File: config.mk
export PLATFORM = sky130hd
export DESIGN_NAME = snoop_bus_controller
export DESIGN_NICKNAME = d
export VERILOG_FILES = /design/src/rtl/snoop_bus_controller.sv
export SDC_FILE = /design/constraint.sdc
export NUM_CORES = 1
export LEC_CHECK = 0
export BUFFER_PORTS_ARGS = -buffer_cell sky130_fd_sc_hd__buf_2
export CORE_MARGIN = 5
export CORE_UTILIZATION = 45
export CTS_BUF_LIST = sky130_fd_sc_hd__clkbuf_4 sky130_fd_sc_hd__clkbuf_8
export CTS_CLUSTER_SIZE = 16
export DETAILED_ROUTE_END_ITERATION = 12
export PLACE_DENSITY_LB_ADDON = 0.15
export SLEW_MARGIN = 20
export SYNTH_ARGS = -nofsm -noshare
export SYNTH_HDL_FRONTEND = slang
export SYNTH_SLANG_ARGS = --single-unit
export TNS_END_PERCENT = 1
File: constraint.sdc
create_clock -name clock -period 6 [get_ports clock]
set_clock_uncertainty 0.2 [all_clocks]
set_input_delay 1.2 -clock clock [delete_from_list [all_inputs] [get_ports clock]]
set_output_delay 1.2 -clock clock [all_outputs]
set_load 0.02 [all_outputs]
File: src/rtl/snoop_bus_controller.sv
// Snooping bus stage: collects per-CPU coherence messages, arbitrates
// round-robin, broadcasts the winner, samples remote flush responses,
// sequences a memory write-back when a dirty remote copy is flushed and
// pulses done to the requester. One transaction in flight at a time.
module snoop_bus_controller #(
    parameter int NUM_CPU = 4,
    parameter int SRC_W   = 2,
    parameter int ADDR_W  = 8,
    parameter int WB_CYC  = 2
) (
    input  logic                      clock,
    input  logic                      reset,
    input  logic [NUM_CPU-1:0]        req,
    input  logic [2*NUM_CPU-1:0]      msg,
    input  logic [ADDR_W*NUM_CPU-1:0] addr,
    input  logic [NUM_CPU-1:0]        snoop_flush,
    output logic [NUM_CPU-1:0]        grant,
    output logic                      bus_valid,
    output logic [1:0]                bus_msg,
    output logic [ADDR_W-1:0]         bus_addr,
    output logic [SRC_W-1:0]          bus_src,
    output logic                      mem_wb,
    output logic [NUM_CPU-1:0]        done
);

    // Counter only needs to hold WB_CYC-1.
    localparam int CNT_W = (WB_CYC > 1) ? $clog2(WB_CYC) : 1;

    localparam logic [1:0] MSG_EMPTY = 2'b11;

    typedef enum logic [2:0] {
        ST_IDLE,
        ST_GRANT,
        ST_BCAST,
        ST_SNOOP,
        ST_WB,
        ST_DONE
    } state_t;

    state_t              state_q, state_d;
    logic [SRC_W-1:0]    src_q, src_d;
    logic [SRC_W-1:0]    rr_last_q, rr_last_d;
    logic [1:0]          lat_msg_q, lat_msg_d;
    logic [ADDR_W-1:0]   lat_addr_q, lat_addr_d;
    logic [CNT_W-1:0]    wb_cnt_q, wb_cnt_d;
    logic [1:0]          bus_msg_q, bus_msg_d;
    logic [ADDR_W-1:0]   bus_addr_q, bus_addr_d;
    logic [SRC_W-1:0]    bus_src_q, bus_src_d;

    logic [1:0]          msg_arr  [NUM_CPU];
    logic [ADDR_W-1:0]   addr_arr [NUM_CPU];
    logic [NUM_CPU-1:0]  req_valid;
    logic                pick_found;
    logic [SRC_W-1:0]    pick_idx;
    logic [SRC_W-1:0]    cand;
    logic [NUM_CPU-1:0]  src_oh;
    logic                flush_hit;

    // Split the packed per-CPU buses; an empty message code means no request.
    always_comb begin
        for (int i = 0; i < NUM_CPU; i++) begin
            msg_arr[i]   = msg[2*i +: 2];
            addr_arr[i]  = addr[ADDR_W*i +: ADDR_W];
            req_valid[i] = req[i] && (msg[2*i +: 2] != MSG_EMPTY);
        end
    end

    // Round-robin search starting just after the last CPU served.
    always_comb begin
        pick_found = 1'b0;
        pick_idx   = '0;
        cand       = '0;
        for (int k = 1; k <= NUM_CPU; k++) begin
            cand = SRC_W'((int'(rr_last_q) + k) % NUM_CPU);
            if (!pick_found && req_valid[cand]) begin
                pick_found = 1'b1;
                pick_idx   = cand;
            end
        end
    end

    assign src_oh    = {{(NUM_CPU-1){1'b0}}, 1'b1} << src_q;
    // The requester's own flush response never counts as a remote hit.
    assign flush_hit = |(snoop_flush & ~src_oh);

    // Transaction sequencer: next state and next register values.
    always_comb begin
        // NOTE: every variable gets a default first so no path can infer a latch.
        state_d    = state_q;
        src_d      = src_q;
        rr_last_d  = rr_last_q;
        lat_msg_d  = lat_msg_q;
        lat_addr_d = lat_addr_q;
        wb_cnt_d   = wb_cnt_q;
        bus_msg_d  = bus_msg_q;
        bus_addr_d = bus_addr_q;
        bus_src_d  = bus_src_q;

        case (state_q)
            ST_IDLE: begin
                if (pick_found) begin
                    src_d      = pick_idx;
                    lat_msg_d  = msg_arr[pick_idx];
                    lat_addr_d = addr_arr[pick_idx];
                    state_d    = ST_GRANT;
                end
            end
            ST_GRANT: begin
                // Load the bus registers so they are visible during BROADCAST
                // and then hold until the next broadcast.
                bus_msg_d  = lat_msg_q;
                bus_addr_d = lat_addr_q;
                bus_src_d  = src_q;
                state_d    = ST_BCAST;
            end
            ST_BCAST: begin
                state_d = ST_SNOOP;
            end
            ST_SNOOP: begin
                // Only read/write misses (code 0x) fetch a dirty remote copy;
                // an invalidate comes from shared, so a flush there is ignored.
                if (flush_hit && !lat_msg_q[1]) begin
                    wb_cnt_d = CNT_W'(WB_CYC - 1);
                    state_d  = ST_WB;
                end else begin
                    state_d  = ST_DONE;
                end
            end
            ST_WB: begin
                if (wb_cnt_q == '0) begin
                    state_d = ST_DONE;
                end else begin
                    wb_cnt_d = wb_cnt_q - 1'b1;
                end
            end
            ST_DONE: begin
                rr_last_d = src_q;
                state_d   = ST_IDLE;
            end
            default: begin
                state_d = ST_IDLE;
            end
        endcase
    end

    // Outputs decode directly from registered state, so none depends on inputs.
    assign grant     = (state_q != ST_IDLE) ? src_oh : '0;
    assign bus_valid = (state_q == ST_BCAST);
    assign mem_wb    = (state_q == ST_WB);
    assign done      = (state_q == ST_DONE) ? src_oh : '0;
    assign bus_msg   = bus_msg_q;
    assign bus_addr  = bus_addr_q;
    assign bus_src   = bus_src_q;

    // State and datapath registers with synchronous reset.
    always_ff @(posedge clock) begin
        // NOTE: non-blocking assignments so every register samples pre-edge values.
        if (reset) begin
            state_q    <= ST_IDLE;
            src_q      <= '0;
            rr_last_q  <= SRC_W'(NUM_CPU - 1);
            lat_msg_q  <= '0;
            lat_addr_q <= '0;
            wb_cnt_q   <= '0;
            bus_msg_q  <= '0;
            bus_addr_q <= '0;
            bus_src_q  <= '0;
        end else begin
            state_q    <= state_d;
            src_q      <= src_d;
            rr_last_q  <= rr_last_d;
            lat_msg_q  <= lat_msg_d;
            lat_addr_q <= lat_addr_d;
            wb_cnt_q   <= wb_cnt_d;
            bus_msg_q  <= bus_msg_d;
            bus_addr_q <= bus_addr_d;
            bus_src_q  <= bus_src_d;
        end
    end

endmodule
# Yosys cells after proc, flatten, opt, wreduce, memory -nomap -nowiden
# Cells that the tools add are included.
[totals]
in_bits = 50
reg_bits = 30
wordCells = 85
[classes]
bitwise = 3
add_sub_neg = 5
n_mux = 31
n_eq_ne = 12
n_reduce_logical = 19
order_cmp = 5
n_shift = 1
[op_table]
columns = ["op", "n"]
rows = [
  ["8-bit binary-select mux with 2-bit select", 1],
  ["8-bit 2-to-1 mux", 2],
  ["3-bit one-hot mux with 5 select lines", 1],
  ["2-bit inequality test (second input constant)", 7],
  ["2-bit by 3-bit less-than comparator with 1-bit output (second input constant)", 4],
  ["2-bit 2-to-1 mux", 6],
  ["1-bit 2-to-1 mux", 11],
  ["1-bit binary-select mux with 2-bit select", 4],
  ["1-bit logical AND", 8],
  ["4-bit 2-to-1 mux", 2],
  ["3-bit by 2-bit equality test with 1-bit output (second input constant)", 2],
  ["3-bit equality test (second input constant)", 2],
  ["3-bit 2-to-1 mux", 2],
  ["2-bit AND reduction", 3],
  ["2-bit by 1-bit adder with 2-bit output (second input constant)", 2],
  ["2-bit adder (second input constant)", 2],
  ["4-bit AND", 1],
  ["2-bit binary-select mux with 2-bit select", 1],
  ["1-bit zero test", 4],
  ["4-bit inverter", 1],
  ["4-bit OR reduction", 1],
  ["1-bit by 2-bit << shifter with 4-bit output (first input constant)", 1],
  ["3-bit by 1-bit equality test with 1-bit output (second input constant)", 1],
  ["3-bit >= comparator (second input constant)", 1],
  ["other kinds (6)", 6],
]

# Longest topological paths before layout
# Gate-level depths: netlist of run 1.
[depth]
ltp_word = 18
ltp_mapped = 6
depth_no_buf = 5

# Least setup slack after synthesis of run 1
# Ideal clock, no wire load.
[synth_path]
path_type = "input to register"
startpoint = "in req[1]"
endpoint = "reg lat_msg_q[0]"
path_stages = 6
path_buffers = 1
t_arrival_ns = 2.407
required_time_ns = 5.659
path_slack_ns = 3.252
setup_ns = 0.141
path_cell_list = "a21bo_2 o32a_1 o21ai_2 buf_2 mux2i_1 o221ai_2"
[synth_via]
elab_chain_cells = 17
elab_cells_between_ends = 28
cone_classes = "19 x mux; 1 x bitwise; 8 x reduce/logical"
[synth_rtl]
columns = ["element", "line_no", "source"]
rows = [
  ["start: declaration", "13", "input logic [NUM_CPU-1:0] req,"],
  ["1-bit logical AND (*)", "64", "req_valid[i] = req[i] && (msg[2*i +: 2] != MSG_EMPTY);"],
  ["1-bit binary-select mux with 2-bit select", "75", "if (!pick_found && req_valid[cand]) begin"],
  ["1-bit 2-to-1 mux (not written as such)", "75", ""],
  ["1-bit 2-to-1 mux", "75", ""],
  ["1-bit zero test", "75", ""],
  ["1-bit logical AND", "75", ""],
  ["1-bit 2-to-1 mux", "75", ""],
  ["1-bit zero test", "75", ""],
  ["1-bit logical AND", "75", ""],
  ["1-bit 2-to-1 mux", "75", ""],
  ["1-bit zero test", "75", ""],
  ["1-bit logical AND", "75", ""],
  ["2-bit 2-to-1 mux", "75", ""],
  ["2-bit inverter with 3-bit output (not written as such)", "103", "lat_msg_d = msg_arr[pick_idx];"],
  ["2-bit binary-select mux with 2-bit select", "103", ""],
  ["2-bit 2-to-1 mux (not written as such) (2 in series)", "103", ""],
  ["end signal: assignment", "172", "lat_msg_q <= lat_msg_d;"],
  ["end: declaration", "43", "logic [1:0] lat_msg_q, lat_msg_d;"],
]
# Every way passes the cells marked *; elsewhere a longest branch is shown, timed or not. The select of a mux whose other input is x is not followed.
# A chain may end at the register's enable or synchronous reset.

# Final worst setup path of run 1
[layout_path]
startpoint = "reg state_q[2]"
endpoint = "out done[0]"
[layout_via]
elab_chain_cells = 2
[layout_rtl]
columns = ["element", "line_no", "source"]
rows = [
  ["start: declaration", "40", "state_t state_q, state_d;"],
  ["start signal: assignment", "169", "state_q <= state_d;"],
  ["3-bit equality test", "150", "assign done = (state_q == ST_DONE) ? src_oh : '0;"],
  ["4-bit 2-to-1 mux", "150", ""],
  ["end: declaration", "23", "output logic [NUM_CPU-1:0] done"],
]
# No other way between the ends.

==> results of run 1 <==
## metrics by stage
step,hold WS (ns),std cells,cell area [µm²]
detailed placement,0.257,286,1990
finish,0.280,294,2100
floorplan,0.232,178,1620
global route,0.315,294,2100
CTS,0.284,294,2100
global placement,0.257,286,1990
## worst max-delay path by stage
stage	startpoint	end	slack, ns	cells after the start
global placement	msg[3]	lat_msg_q[1]$_SDFFE_PP0P_	2.95	7
floorplan	req[1]	lat_msg_q[0]$_SDFFE_PP0P_	3.25	6
global route	state_q[2]$_SDFFE_PP0P_	done[0]	2.94	3
finish	state_q[2]$_SDFFE_PP0P_	done[0]	3.05	3
CTS	state_q[2]$_SDFFE_PP0P_	done[0]	3.06	3
detailed placement	msg[3]	lat_msg_q[1]$_SDFFE_PP0P_	2.92	7
## worst reg2reg max path: cells and delay by family, from the launching register on
kind	cells	cell delay (ns)
flip-flops	1	0.42
AND/OR/NAND/NOR	3	0.80
AO/OA/AOI/OAI	2	0.42
## synthesized netlist by cell type (2+ instances only)
library cell and instances:
mux2i_1 34, dfxtp_1 30, nor2_1 29, nand2_1 18, o221ai_1 9, clkbuf_1 5, inv_1 5, a21bo_2 4
a21oi_1 3, buf_2 3, nand2b_1 3, nand3b_1 3, nor3_1 3, a211oi_1 2, a21boi_0 2, buf_6 2
## routing by layer
layer | GRT usage (%) | routed length, µm | vias up
met5 | 0 | 0 | -
met4 | 5.11 | 55 | 0
met3 | 6.74 | 292 | 7
met2 | 26.1 | 1850 | 44
met1 | 22.2 | 1970 | 698
li1 | - | - | 784
## where the power goes
part	leakage, µW	internal (µW)	switching [µW]	total [µW]
registers	0.000245	233	36.0	269
logic	0.000748	89.8	108	198
clock network	0.0000585	141	75.4	216
## sequential cells by signal (all words and copies together), names as in the netlist
signal / flops
rr_last_q: 2
state_q: 3
lat_addr_q: 8
bus_addr: 8
bus_msg: 2
lat_msg_q: 2
wb_cnt_q: 1
src_q: 2
bus_src: 2
## layout by cell type, fill, tap and decap left out, drive strengths merged, types with 4 or more instances in the layout
| master | instances |
|---|---|
| o221ai | 10 |
| clkbuf | 6 |
| inv | 5 |
| nand2 | 18 |
| dfxtp | 30 |
| a21bo | 5 |
| nor2 | 29 |
| buf | 73 |
| nor3 | 4 |
| mux2i | 34 |
## area by class of cell
class / instances / area share, %
multi-input combinational: 132 / 44.7
clock inverter: 2 / 2.86
tap: 46 / 2.74
timing repair buffer: 73 / 17.7
clock buffer: 6 / 2.45
sequential: 30 / 28.6
inverter: 5 / 0.895
## kinds of logic after synthesis
kind of cell	after synthesis	share of synthesized area [%]
AOI/OAI and AO/OA	36	19.4
muxes	34	21.0
DFF	30	37.0
buffers and inverters	16	5.09
and+or+nand+nor	62	17.5
==> impl_metrics.json, run 1 <==
{
  "status": "finished, final reports clean",
  "drt_wl_total_mm": 4.16,
  "drc": 0,
  "fin_nets": 297,
  "multiInputGateArea_um2": 938,
  "avgSynthCellArea_um2": 9.11,
  "power.density_mw_per_mm2": 326,
  "tns_ns": 0,
  "clockBufferDepth": 2,
  "slew_violations": 0,
  "yosys.area.top_type_share_pct": 37.0,
  "antenna_found_initial": 0,
  "track_usage_pct": 17.1,
  "tightest_slew_ns": 0.784,
  "ys_types": 39,
  "core-area_mm2": 0.00342,
  "overflow": 0,
  "grt_max_degree": 22,
  "hold_violations": 0,
  "r2r_slack_ns": 4.03,
  "seq_area_frac_synth_pct": 37.0,
  "die_w_um": 70.0,
  "final_util_pct": 61.4,
  "viasPerCell": 5.21,
  "critPathBufInv": 1,
  "hp-start": "lat_addr_q[2]$_SDFFE_PP0P_",
  "dp_hpwl_mm": 3.12,
  "num_rows": 21,
  "fillers": 329,
  "postLayoutSetupSlackWorst_ns": 3.05,
  "max_freq_ghz": 0.339,
  "setup_viol": 0,
  "netlist_area_mm2": 0.00162,
  "diodes": 0,
  "portBuffers": 71,
  "synthesis.nets": 228,
  "cts_tree": "done",
  "synthArstFlopShare_pct": 0,
  "maxSlewHeadroom_pct": 47.4,
  "leakagePower_uw": 0.00105,
  "cap_viol_max_count": 0,
  "drtIter0Drc": 54,
  "cts_resized": 0,
  "grt_pass1_wl_mm": 6.87,
  "ant_nets": 0,
  "grt_pass1_vias": 1466,
  "gp_congestion": 0.803,
  "io_pins": 72,
  "dieArea_mm2": 0.00490,
  "synth_edf_count": 0,
  "dp_slack_ns": 2.92,
  "synth_top_area_cell": "dfxtp_1",
  "rr_endpoint": "lat_msg_q[1]$_SDFFE_PP0P_",
  "worstRegToRegCells": 5,
  "die_height_um": 70.0,
  "yosysWarnings": 0,
  "ff_latch_area_um2": 601,
  "drive_gt1_share_pct": 36.7,
  "period_minus_slack_ns": 2.95,
  "slowest_delay_ns": 0.54,
  "wl_per_cell_um": 14.1,
  "start_kind": "register",
  "hold_class": "reg -> reg",
  "ir_drop_uv": 226,
  "cts.sinks": 30,
  "crit_type": "reg -> out",
  "worstPathRequired_ns": 4.60,
  "ctsRootBufferMaster": "clkbuf_4",
  "clk_latency_ns": 0.35,
  "crit_fanout": 11,
  "hold_end": "lat_addr_q[2]$_SDFFE_PP0P_",
  "cts_post_setup_buffers_inserted": 0,
  "rsz0062_at_grt": "no",
  "initial_core_util_pct": 47.5,
  "area_growth_pct": 29.3,
  "crit_path_top_delay_cell": "dfxtp_1",
  "totalPowerFinal_uw": 683,
  "vias": 1533,
  "crit_chain": "nand3b_1 > nor3_1 > buf_2",
  "numCtsBuffers": 5,
  "postSynthCellCount": 178,
  "drtPass1Iterations": 6,
  "cp.arrival_ns": 1.55,
  "timing.rr.start": "state_q[2]$_SDFFE_PP0P_",
  "endpoint_kind": "primary output",
  "clk_pin_slew_ns": 0.09,
  "whs_path_depth": 2,
  "synth.area.top_cells": "dfxtp_1 (37%), mux2i_1 (21%), nor2_1 (6.7%), o221ai_1 (4.9%), nand2_1 (4.2%)",
  "fin_crit_sh_pct": 49.1,
  "htreeDepth": 2,
  "worst_path_dominant_cell_family": "flip-flops",
  "synth_seq_cells": 30,
  "yosys_most_used_dff": "dfxtp_1",
  "cts.hold.buffers_added": 0
}
Note: power is estimated with default switching activity, not from simulation.
==> run 2: changes to the inputs <==
==> constraint.sdc (replaced) <==
create_clock -name clock -period 3.05 [get_ports clock]
set_clock_uncertainty 0.2 [all_clocks]
set_input_delay 0.61 -clock clock [delete_from_list [all_inputs] [get_ports clock]]
set_output_delay 0.61 -clock clock [all_outputs]
set_load 0.02 [all_outputs]
==> run 2 against run 1 <==
Core utilization shrank 0.66 points. Critical path type unchanged. Global-route usage is 0.43 points lower. Largest power group unchanged. Clock power rose by 48%. Sequential cell count unchanged.
==> impl_metrics.json, run 2 (synthesized netlist as in run 1, its figures left out) <==
{
  "hold_class": "reg -> reg",
  "die_height_um": 70.0,
  "fin_nets": 298,
  "portBuffers": 71,
  "wl_per_cell_um": 13.8,
  "hold_end": "lat_addr_q[2]$_SDFFE_PP0P_",
  "power.switching_uw": 411,
  "num_rows": 21,
  "endpoint_kind": "primary output",
  "cp.arrival_ns": 1.52,
  "cts_tree": "done",
  "clk_pin_slew_ns": 0.09,
  "ir_drop_uv": 308,
  "antenna_found_initial": 0,
  "drtIter0Drc": 95,
  "grt_use_met2_pct": 26.0,
  "ant_nets": 0,
  "area_growth_pct": 27.9,
  "grt_max_degree": 22,
  "whs_path_depth": 2,
  "worstPathRequired_ns": 2.24,
  "maxSlewHeadroom_pct": 53.7,
  "dp_hpwl_mm": 3.12,
  "start_kind": "register",
  "tns_ns": 0,
  "rr_endpoint": "lat_addr_q[4]$_SDFFE_PP0P_",
  "crit_fanout": 11,
  "clockBufferDepth": 2,
  "drive_gt1_share_pct": 36.7,
  "use_met1_pct": 21.2,
  "numCtsBuffers": 5,
  "rsz0062_at_grt": "no",
  "overflow": 0,
  "crit_type": "reg -> out",
  "hold_violations": 0,
  "final_util_pct": 60.7,
  "worstRegToRegCells": 5,
  "clk_latency_ns": 0.32,
  "busiest_layer": "met2",
  "core-area_mm2": 0.00342,
  "vias": 1547,
  "tightest_slew_ns": 0.692,
  "dieArea_mm2": 0.00490,
  "combPwrFrac_pct": 31.5,
  "diodes": 0,
  "cap_viol_max_count": 0,
  "io_pins": 72,
  "r2r_slack_ns": 1.11,
  "ff_latch_area_um2": 601,
  "cts_resized": 0,
  "track_usage_pct": 16.7,
  "max_freq_ghz": 0.429,
  "grt_pass1_vias": 1465,
  "fin_crit_sh_pct": 76.5,
  "dp_slack_ns": 0.651,
  "die_w_um": 70.0,
  "setup_viol": 0,
  "fillers": 325,
  "gp_congestion": 0.822,
  "multiInputGateArea_um2": 938,
  "layout_commonest_cell": "buf_2",
  "pwr-share-clk_pct": 25.8,
  "final_area_mm2": 0.00207,
  "drc": 0,
  "totalPowerFinal_uw": 1240,
  "htreeDepth": 2,
  "startpoint": "state_q[2]$_SDFFE_PP0P_",
  "postLayoutSetupSlackWorst_ns": 0.718,
  "placed_area_mm2": 0.00199,
  "ctsRootBufferMaster": "clkbuf_4",
  "period_minus_slack_ns": 2.33,
  "initial_core_util_pct": 47.5,
  "status": "finished, final reports clean",
  "swShare_pct": 33.2,
  "cts.hold.buffers_added": 0,
  "final_cell_mix": "buf_2 (71), mux2i_1 (34), dfxtp_1 (30)",
  "drt_wl_total_mm": 4.07,
  "cts_post_setup_buffers_inserted": 0,
  "internal_power_uw": 828,
  "cts.sinks": 30,
  "hp-start": "lat_addr_q[2]$_SDFFE_PP0P_",
  "grt_pass1_wl_mm": 6.67,
  "viasPerCell": 5.26,
  "power.density_mw_per_mm2": 597,
  "timing.rr.start": "state_q[2]$_SDFFE_PP0P_",
  "slew_violations": 0,
  "seqPwrFrac_pct": 42.7,
  "use_met3_pct": 6.03,
  "leakagePower_uw": 0.00104,
  "drtPass1Iterations": 5
}
-- run 2: changes by cell type in the layout (fill, tap and decap cells not counted), sizes merged --
cell,delta
bufinv,-1
buf,+1
-- run 2: worst max path at each step --
stage | endpoint | slack (ns) | depth (start not counted)
5_1_grt | done[0] | 0.58 | 3
4_1_cts | done[0] | 0.70 | 3
6_report | done[0] | 0.72 | 3
3_5_place_dp | lat_msg_q[0]$_SDFFE_PP0P_ | 0.65 | 7
3_3_place_gp | lat_msg_q[0]$_SDFFE_PP0P_ | 0.67 | 7
2_1_floorplan | lat_msg_q[0]$_SDFFE_PP0P_ | 0.89 | 6
-- run 2: power groups by stage --
stage               clock, µW  combinational (µW)  sequential [µW]
global route              350                 431              540
floorplan                   0                 305              511
finish                    319                 391              529
global placement            0                 389              536
CTS                       326                 394              528
detailed placement          0                 391              535
-- run 2: area by class of cell --
class,instances,area share [%]
tap,46,2.77
sequential,30,29.0
clock buffer,6,2.47
inverter,5,0.905
clock inverter,1,1.45
multi-input combinational,132,45.2
timing repair buffer,74,18.2
-- run 2: worst max-delay path, stage by stage, from the launching register on --
cell      delay, ns
dfxtp_1        0.52
nand3b_1       0.28
nor3_1         0.20
buf_2          0.19
-- run 2: layer usage --
layer  share of wire [%]  wire (µm)
met5                   0          0
met4                0.71         29
met3                 7.4        302
met2                  45       1840
met1                  47       1900
-- run 2: stage by stage --
stage,hold WS [ns],std cells
3_5_place_dp,0.249,287
5_1_grt,0.314,294
3_3_place_gp,0.257,287
2_1_floorplan,0.232,178
6_report,0.275,294
4_1_cts,0.279,294
==> run 3: changes to the inputs <==
==> constraint.sdc (replaced) <==
create_clock -name clock -period 2.2 [get_ports clock]
set_clock_uncertainty 0.2 [all_clocks]
set_input_delay 0.44 -clock clock [delete_from_list [all_inputs] [get_ports clock]]
set_output_delay 0.44 -clock clock [all_outputs]
set_load 0.02 [all_outputs]
==> run 3 against run 2 <==
Hold slack worse by 0.078 ns. First-iteration DRC count down 39%. Highest routed layer unchanged. Via count down 1.7%. Critical path type unchanged. Largest power group unchanged.
==> impl_metrics.json, run 3 (synthesized netlist as in run 1, its figures left out) <==
{
  "pwr-share-clk_pct": 25.0,
  "die_w_um": 70.0,
  "internal_power_uw": 1140,
  "endpoint_kind": "primary output",
  "io_pins": 72,
  "tightest_slew_ns": 0.678,
  "startpoint": "state_q[0]$_SDFFE_PP0P_",
  "slew_violations": 0,
  "maxSlewHeadroom_pct": 54.6,
  "fin_crit_sh_pct": 95.5,
  "gp_congestion": 0.820,
  "die_height_um": 70.0,
  "core-area_mm2": 0.00342,
  "hp-start": "reset",
  "viasPerCell": 5.10,
  "rsz0062_at_grt": "no",
  "power.switching_uw": 592,
  "grt_max_degree": 19,
  "tns_ns": 0,
  "grt_pass1_vias": 1502,
  "critPathBufInv": 1,
  "r2r_slack_ns": 0.29,
  "seqPwrFrac_pct": 42.3,
  "grt_pass1_wl_mm": 6.93,
  "wl_per_cell_um": 13.6,
  "cts.sinks": 30,
  "final_area_mm2": 0.00212,
  "crit_chain": "nand3b_1 > nor3_1 > buf_2",
  "crit_fanout": 9,
  "final_cell_mix": "buf_2 (71), mux2i_1 (34), nor2_1 (29), dfxtp_1 (29), nand2_1 (18)",
  "worstPathRequired_ns": 1.56,
  "drtPass1Iterations": 4,
  "ctsRootBufferMaster": "clkbuf_4",
  "antenna_found_initial": 0,
  "slowest_delay_ns": 0.50,
  "vias": 1520,
  "drc": 0,
  "fin_nets": 301,
  "numCtsBuffers": 5,
  "track_usage_pct": 17.1,
  "worst_path_dominant_cell_family": "flip-flops",
  "ant_nets": 0,
  "crit_path_top_delay_cell": "dfxtp_1",
  "diodes": 0,
  "hold_violations": 0,
  "period_minus_slack_ns": 2.10,
  "initial_core_util_pct": 47.5,
  "final_util_pct": 62.1,
  "num_rows": 21,
  "dp_hpwl_mm": 3.15,
  "layout_commonest_cell": "buf_2",
  "leakagePower_uw": 0.00107,
  "ir_drop_uv": 464,
  "start_kind": "register",
  "cap_viol_max_count": 0,
  "portBuffers": 71,
  "max_freq_ghz": 0.476,
  "cp.arrival_ns": 1.46,
  "power.density_mw_per_mm2": 817,
  "drtIter0Drc": 58,
  "drt_wl_total_mm": 4.06,
  "swShare_pct": 34.2,
  "overflow": 0,
  "clk_pin_slew_ns": 0.10,
  "clk_latency_ns": 0.32,
  "timing.rr.start": "state_q[0]$_SDFFE_PP0P_",
  "cts.hold.buffers_added": 0,
  "htreeDepth": 2,
  "setup_viol": 0,
  "area_growth_pct": 30.7,
  "clockBufferDepth": 2,
  "dieArea_mm2": 0.00490,
  "hold_class": "in -> reg",
  "combPwrFrac_pct": 32.6,
  "placed_area_mm2": 0.00204,
  "cts_tree": "done",
  "drive_gt1_share_pct": 38.1,
  "crit_type": "reg -> out",
  "status": "finished, final reports clean"
}
## run 3: cell types whose count changed in the layout (fill, tap and decap cells not counted)
cell / previous run / this run
buf_12: 0 / 2
clkinv_2: 0 / 2
buf_4: 3 / 4
clkbuf_8: 1 / 0
dfxtp_1: 30 / 29
dfxtp_2: 0 / 1
## run 3: routing by layer
metal | part of all wire (%) | vias up | global-route usage (%)
met3 | 6.4 | 5 | 5.74
met5 | 0 | - | 0
met2 | 44 | 39 | 26.7
li1 | - | 793 | -
met1 | 48 | 683 | 22.9
met4 | 0.84 | 0 | 3.83
## run 3: cell type report
class / instances / area (µm²)
Tap cell: 46 / 57.6
Clock buffer: 5 / 37.5
Inverter: 5 / 18.8
Multi-Input combinational cell: 132 / 938
Fill cell: 328 / 1300
Timing Repair Buffer: 77 / 425
Sequential cell: 30 / 602
Clock inverter: 3 / 40.0
## run 3: stage by stage
| stage | total power, µW | worst slack (ns) | hold WS (ns) | std cells |
|---|---|---|---|---|
| after floorplan | 1130 | 0.212 | 0.232 | 178 |
| after global placement | 1310 | 0.0334 | 0.256 | 290 |
| after detailed placement | 1310 | 0.0282 | 0.249 | 290 |
| after CTS | 1740 | 0.0186 | 0.189 | 298 |
| after global routing | 1840 | 0.0105 | 0.203 | 298 |
| final | 1730 | 0.0988 | 0.197 | 298 |
## run 3: repair_timing
item,CTS,global route
buffers inserted,0,0
endpoints found under the setup margin,0,5
resized for setup,0,1
## run 3: path summary, 6_finish.rpt
| path | to | depth (start not counted) |
|---|---|---|
| max reg2reg | lat_msg_q[1]$_SDFFE_PP0P_ | 5 |
| max | done[0] | 3 |
| min | rr_last_q[0]$_SDFFE_PP1P_ | 3 |
| min reg2reg | lat_addr_q[4]$_SDFFE_PP0P_ | 2 |
## run 3: worst min-delay path, stage by stage
cell     delay, ns
buf_2         0.09
inv_1         0.09
nand2_1       0.07
## run 3: power groups by stage
stage / registers (µW) / logic (µW) / clock network, µW
global placement: 742 / 565 / 0
CTS: 731 / 571 / 440
detailed placement: 741 / 568 / 0
floorplan: 708 / 423 / 0
global route: 748 / 626 / 465
finish: 733 / 565 / 434
